<file path="config.mk">
export PLATFORM = sky130hd
export DESIGN_NAME = pip_stall_ctrl
export DESIGN_NICKNAME = d
export VERILOG_FILES = /design/src/rtl/pip_stall_ctrl_pkg.sv /design/src/rtl/md_busy_cnt.sv /design/src/rtl/pip_stall_ctrl.sv
export SDC_FILE = /design/constraint.sdc
export NUM_CORES = 1
export LEC_CHECK = 0
export ABC_AREA = 1
export CORE_ASPECT_RATIO = 1.25
export CORE_UTILIZATION = 45
export CTS_BUF_LIST = sky130_fd_sc_hd__clkbuf_4 sky130_fd_sc_hd__clkbuf_8
export DETAILED_ROUTE_END_ITERATION = 10
export PLACE_DENSITY = 0.75
export SYNTH_ARGS = -nofsm -noshare
export SYNTH_HDL_FRONTEND = slang
export SYNTH_SLANG_ARGS = --single-unit
</file>
<file path="constraint.sdc">
create_clock -name clk -period 3.3 [get_ports clk]
set_clock_uncertainty 0.15 [all_clocks]
set_input_delay 0.66 -clock clk [delete_from_list [all_inputs] [get_ports clk]]
set_output_delay 0.66 -clock clk [all_outputs]
set_load 0.05 [all_outputs]
</file>
<file path="src/rtl/pip_stall_ctrl_pkg.sv">
// Shared operand-timing encodings and scoreboard types for the hazard/stall controller.
// The decoder produces tuse/tnew with the same constants.
package pip_stall_ctrl_pkg;

  typedef enum logic [1:0] {
    TUSE_D    = 2'd0,
    TUSE_E    = 2'd1,
    TUSE_M    = 2'd2,
    TUSE_NONE = 2'd3
  } tuse_e;

  typedef enum logic [1:0] {
    TNEW_NONE = 2'd0,
    TNEW_ALU  = 2'd1,
    TNEW_LOAD = 2'd2
  } tnew_e;

  localparam int unsigned LAT_MULT_DEFAULT = 5;
  localparam int unsigned LAT_DIV_DEFAULT  = 10;

  typedef struct packed {
    logic [4:0] wa;
    logic [1:0] tnew;
  } sb_entry_t;

  // A source is blocked when an older producer writes it and is not forwardable in time.
  function automatic logic src_hazard(input sb_entry_t ent, input logic [4:0] src,
                                      input logic [1:0] tuse);
    return (ent.wa != 5'd0) && (ent.wa == src) && (ent.tnew > tuse);
  endfunction

  function automatic logic [1:0] tnew_age(input logic [1:0] tnew);
    return (tnew == TNEW_NONE) ? TNEW_NONE : tnew - 2'd1;
  endfunction

endpackage

</file>
<file path="src/rtl/md_busy_cnt.sv">
// Mult/div busy counter: loads a latency, counts down to zero and saturates there.
module md_busy_cnt #(
  parameter int unsigned CW = 4
) (
  input  logic          clk,
  input  logic          reset,
  input  logic          load,
  input  logic [CW-1:0] load_val,
  output logic          busy
);

  logic [CW-1:0] cnt_q, cnt_d;

  always_comb begin
    cnt_d = cnt_q;
    if (load) begin
      cnt_d = load_val;
    end else if (cnt_q != '0) begin
      cnt_d = cnt_q - CW'(1);
    end
  end

  always_ff @(posedge clk) begin
    if (reset) begin
      cnt_q <= '0;
    end else begin
      cnt_q <= cnt_d;
    end
  end

  assign busy = (cnt_q != '0);

endmodule

</file>
<file path="src/rtl/pip_stall_ctrl.sv">
// Hazard/stall controller: compares D-stage operands against the E/M scoreboard and the
// mult/div busy state, and drives PC/F-D enables and the D/E bubble clear.
module pip_stall_ctrl
  import pip_stall_ctrl_pkg::*;
#(
  parameter int unsigned LAT_MULT = LAT_MULT_DEFAULT,
  parameter int unsigned LAT_DIV  = LAT_DIV_DEFAULT,
  parameter int unsigned CW       = 4
) (
  input  logic       clk,
  input  logic       reset,
  input  logic [4:0] d_rs,
  input  logic [4:0] d_rt,
  input  logic [1:0] d_tuse_rs,
  input  logic [1:0] d_tuse_rt,
  input  logic [4:0] d_wa,
  input  logic [1:0] d_tnew,
  input  logic       d_md_start,
  input  logic       d_md_div,
  input  logic       d_md_use,
  output logic       pc_en,
  output logic       fd_en,
  output logic       de_clr,
  output logic       md_busy,
  output logic       stall
);

  sb_entry_t e_q, e_d;
  sb_entry_t m_q, m_d;

  logic          e_haz, m_haz, md_haz;
  logic          md_load;
  logic [CW-1:0] md_load_val;

  assign e_haz  = src_hazard(e_q, d_rs, d_tuse_rs) | src_hazard(e_q, d_rt, d_tuse_rt);
  assign m_haz  = src_hazard(m_q, d_rs, d_tuse_rs) | src_hazard(m_q, d_rt, d_tuse_rt);
  assign md_haz = d_md_use & md_busy;

  assign stall  = e_haz | m_haz | md_haz;
  assign pc_en  = ~stall;
  assign fd_en  = ~stall;
  assign de_clr = stall;

  // A start held in D by a stall must not load; it loads on the cycle it really issues.
  assign md_load     = ~stall & d_md_start;
  assign md_load_val = d_md_div ? CW'(LAT_DIV) : CW'(LAT_MULT);

  always_comb begin
    m_d.wa   = e_q.wa;
    m_d.tnew = tnew_age(e_q.tnew);
    if (stall) begin
      e_d.wa   = 5'd0;
      e_d.tnew = TNEW_NONE;
    end else begin
      e_d.wa   = d_wa;
      e_d.tnew = d_tnew;
    end
  end

  always_ff @(posedge clk) begin
    if (reset) begin
      e_q <= '0;
      m_q <= '0;
    end else begin
      e_q <= e_d;
      m_q <= m_d;
    end
  end

  md_busy_cnt #(
    .CW (CW)
  ) u_md_busy_cnt (
    .clk      (clk),
    .reset    (reset),
    .load     (md_load),
    .load_val (md_load_val),
    .busy     (md_busy)
  );

endmodule

</file>
==> key figures <==
Status
  • Status: completed

CTS
  • Clock sinks: 18
  • CTS clock-pin slew for the worst setup and hold paths: 90 ps
  • Clock latency on the worst-skew pair: 290 ps
  • Total CTS buffers: 3
  • CTS tree: built
  • Clk Tree Root Cell: clkbuf_4
  • Clock Path Buffers: 2
  • H-tree levels: 1
  • Hold buffers post-CTS: 0

Timing
  • Worst slew margin: 67.2%
  • Max frequency: 309 MHz
  • Final hold violation count: 0
  • Endpoints failing setup: 0
  • Final min period: 3230 ps
  • Worst slew pin tran: 490 ps
  • Count of pins over their slew limit: 0
  • Hold WS: 287 ps
  • Fin crit share: 97.9%

Power
  • Switch Pwr: 0.434 mW
  • LEAKAGE: 0.876 nW
  • Clock Power Share: 12.7%
  • PD cells: 611 nW/um^2
  • IR Drop Worst-Case VDD: 0.595 mV
  • Switching share of total power: 42.0%
  • P_int: 0.599 mW
  • Reg power frac: 28.8%
  • Combinational Power Share: 58.5%

Flow run
  • Maxcap violations: 0

GRT
  • Grt ovf: 0
  • Largest net degree at the start of global routing: 11
  • Antenna violations before repair: 0
  • Vias in the first global route: 1128
  • Global-route wire length before repair: 4.24 mm
  • GRT Overall Usage: 18.6%

Critical path
  • CP Data Arrival Time: 2420 ps
  • Slowest stage delay, CP: 460 ps
  • Crit start category: primary input
  • Crit end category: output pin
  • WP data required: 2490 ps
  • CP Class: primary input to output pin
  • Crit path max fanout: 2
  • FF-to-FF path depth: 11
  • Slowest library cell on the worst path: clkdlybuf4s50_1
  • CP cell instances: clkdlybuf4s50_1, inv_1, ha_1, a21oi_1, nor2_1, nand3_1, nand2_1, a21boi_2, nand2_2, buf_4, buf_12

Yosys
  • Syn Std Cell Area: 1230 sq um
  • Post-synth top cells: 42 x inv_1, 41 x nand2_1, 30 x nor2_1
  • Asr flop ratio synth: 0%
  • Ys flop type: dfxtp_1
  • Mapped Nets: 227
  • EDFF count, synth: 0
  • Syn Area/Cell: 6.47 sq um
  • Yosys cell types: 18
  • Sequential cell area fraction in the yosys report: 29.3%
  • Top cell type's share of synthesized area: 29.3%
  • Top-count cell post-synth: inv_1
  • Post-synth top area cell: dfxtp_1
  • Number of synthesized register bits: 18
  • Synth area leaders: dfxtp_1 29%, inv_1 13%, nand2_1 13%
  • Synth warn: 0
  • Post-Syn Instances: 190

Final layout
  • Sequential Area: 360 sq um
  • Share of layout cells above drive strength 1: 10.3%
  • Nets: 262
  • Filler cells: 221
  • Area of the multi-input gates: 728 sq um
  • ANT cells: 0
  • P&R area growth vs syn: 37.4%
  • Fin cells: 257

Placement
  • # port buffers: 30
  • Hpwl dp: 2.15 mm
  • Placer Congestion: 0.893
  • Placed cell count: 251

Route
  • Final ANT Viol Nets: 0
  • Drt wl/cell: 10.4 microns
  • Vias per cell: 4.74
  • Iter 0 DRT Violations: 21
  • First drt pass iteration count: 4
  • Total Wirelength: 2.67 mm
  • Residual DRC: 0
  • Routed vias: 1217

Min path
  • Hold WC Path Type: register to register
  • Hold path cells: 1

Floorplanning
  • Die W: 48.8 microns
  • Starting Density: 49.2%
  • Die ar.: 2950 sq um
  • Row count: 20
  • Die height: 60.5 microns
  • Number of I/O pins: 31
  • Core Area: 2500 sq um
## layout make-up
class	count	area share, %
inverter	43	9.55
timing repair buffer	33	21.5
clock buffer	4	2.15
multi-input combinational	126	43.1
sequential	18	21.3
tap	33	2.44
## path summary, 6_finish.rpt
path / startpoint / to / slack [ps]
worst max-delay path: d_tuse_rs[1] / de_clr / 70
worst min-delay path: e_q[0]$_SDFF_PP0_ / m_q[0]$_SDFF_PP0_ / 290
worst max register to register: m_q[1]$_SDFF_PP0_ / u_md_busy_cnt.cnt_q[0]$_SDFFE_PP0P_ / 1300
worst min register to register: e_q[0]$_SDFF_PP0_ / m_q[0]$_SDFF_PP0_ / 290
## cell families after synthesis
logic type,after synthesis,synth area share (%)
flip-flops,18,29.3
adder cells (fa/ha/maj),11,11.2
XOR/XNOR,10,7.12
AO/OA/AOI/OAI,7,3.36
buffers and inverters,46,14.6
AND/OR/NAND/NOR,98,34.4
## stage by stage
step	instance area (sq um)	power [mW]	util [%]	setup slack (ps)	setup TNS [ps]
floorplan	1230	0.674	-	60.7	0
global placement	1600	0.858	63.9	112	0
detailed placement	1600	0.873	63.9	89.3	0
CTS	1640	1.01	65.4	77.6	0
global route	1690	1.10	67.6	-5.40	-10.8
finish	1690	1.03	67.6	68.2	0
## power by group through the flow
| stage | registers [mW] | clock network, mW | logic [mW] |
|---|---|---|---|
| after floorplan | 0.291 | 0 | 0.383 |
| after global placement | 0.298 | 0 | 0.560 |
| after detailed placement | 0.301 | 0 | 0.573 |
| after CTS | 0.295 | 0.135 | 0.577 |
| after global routing | 0.302 | 0.143 | 0.654 |
| final | 0.297 | 0.131 | 0.604 |
## layout by cell type (no fill, tap or decap), drive strengths merged
cell type      instances
clkbuf                 4
inv                   43
nand4                  2
ha                    11
o21ai                  2
nor2                  30
buf                    7
dfxtp                 18
xnor2                  1
a21boi                 1
nor3                   4
a21oi                  4
xor2                   9
nand2                 44
clkdlybuf4s50         26
nand3                 18
## repair_timing
| item | CTS | global route |
|---|---|---|
| resized for setup | 0 | 6 |
| buffers inserted | 0 | 2 |
| setup endpoints to repair | 0 | 4 |
## sequential cells by signal, indices dropped and copies added (netlist names)
name	count
e_q	7
m_q	7
u_md_busy_cnt.cnt_q	4
## layer usage
layer	up-vias	routed length, microns	track usage, %
met1	538	1150	19.9
met2	35	1370	36.3
met4	0	39	10.5
met3	4	107	1.75
li1	640	-	-
met5	-	0	0
## worst max-delay path, delay by kind of cell
kind | cells | cell delay (ps)
AO/OA/AOI/OAI | 2 | 340
buffers and inverters | 4 | 810
adder cells (fa/ha/maj) | 1 | 300
AND/OR/NAND/NOR | 4 | 300
No activity file was read; power rests on OpenSTA's default activity.
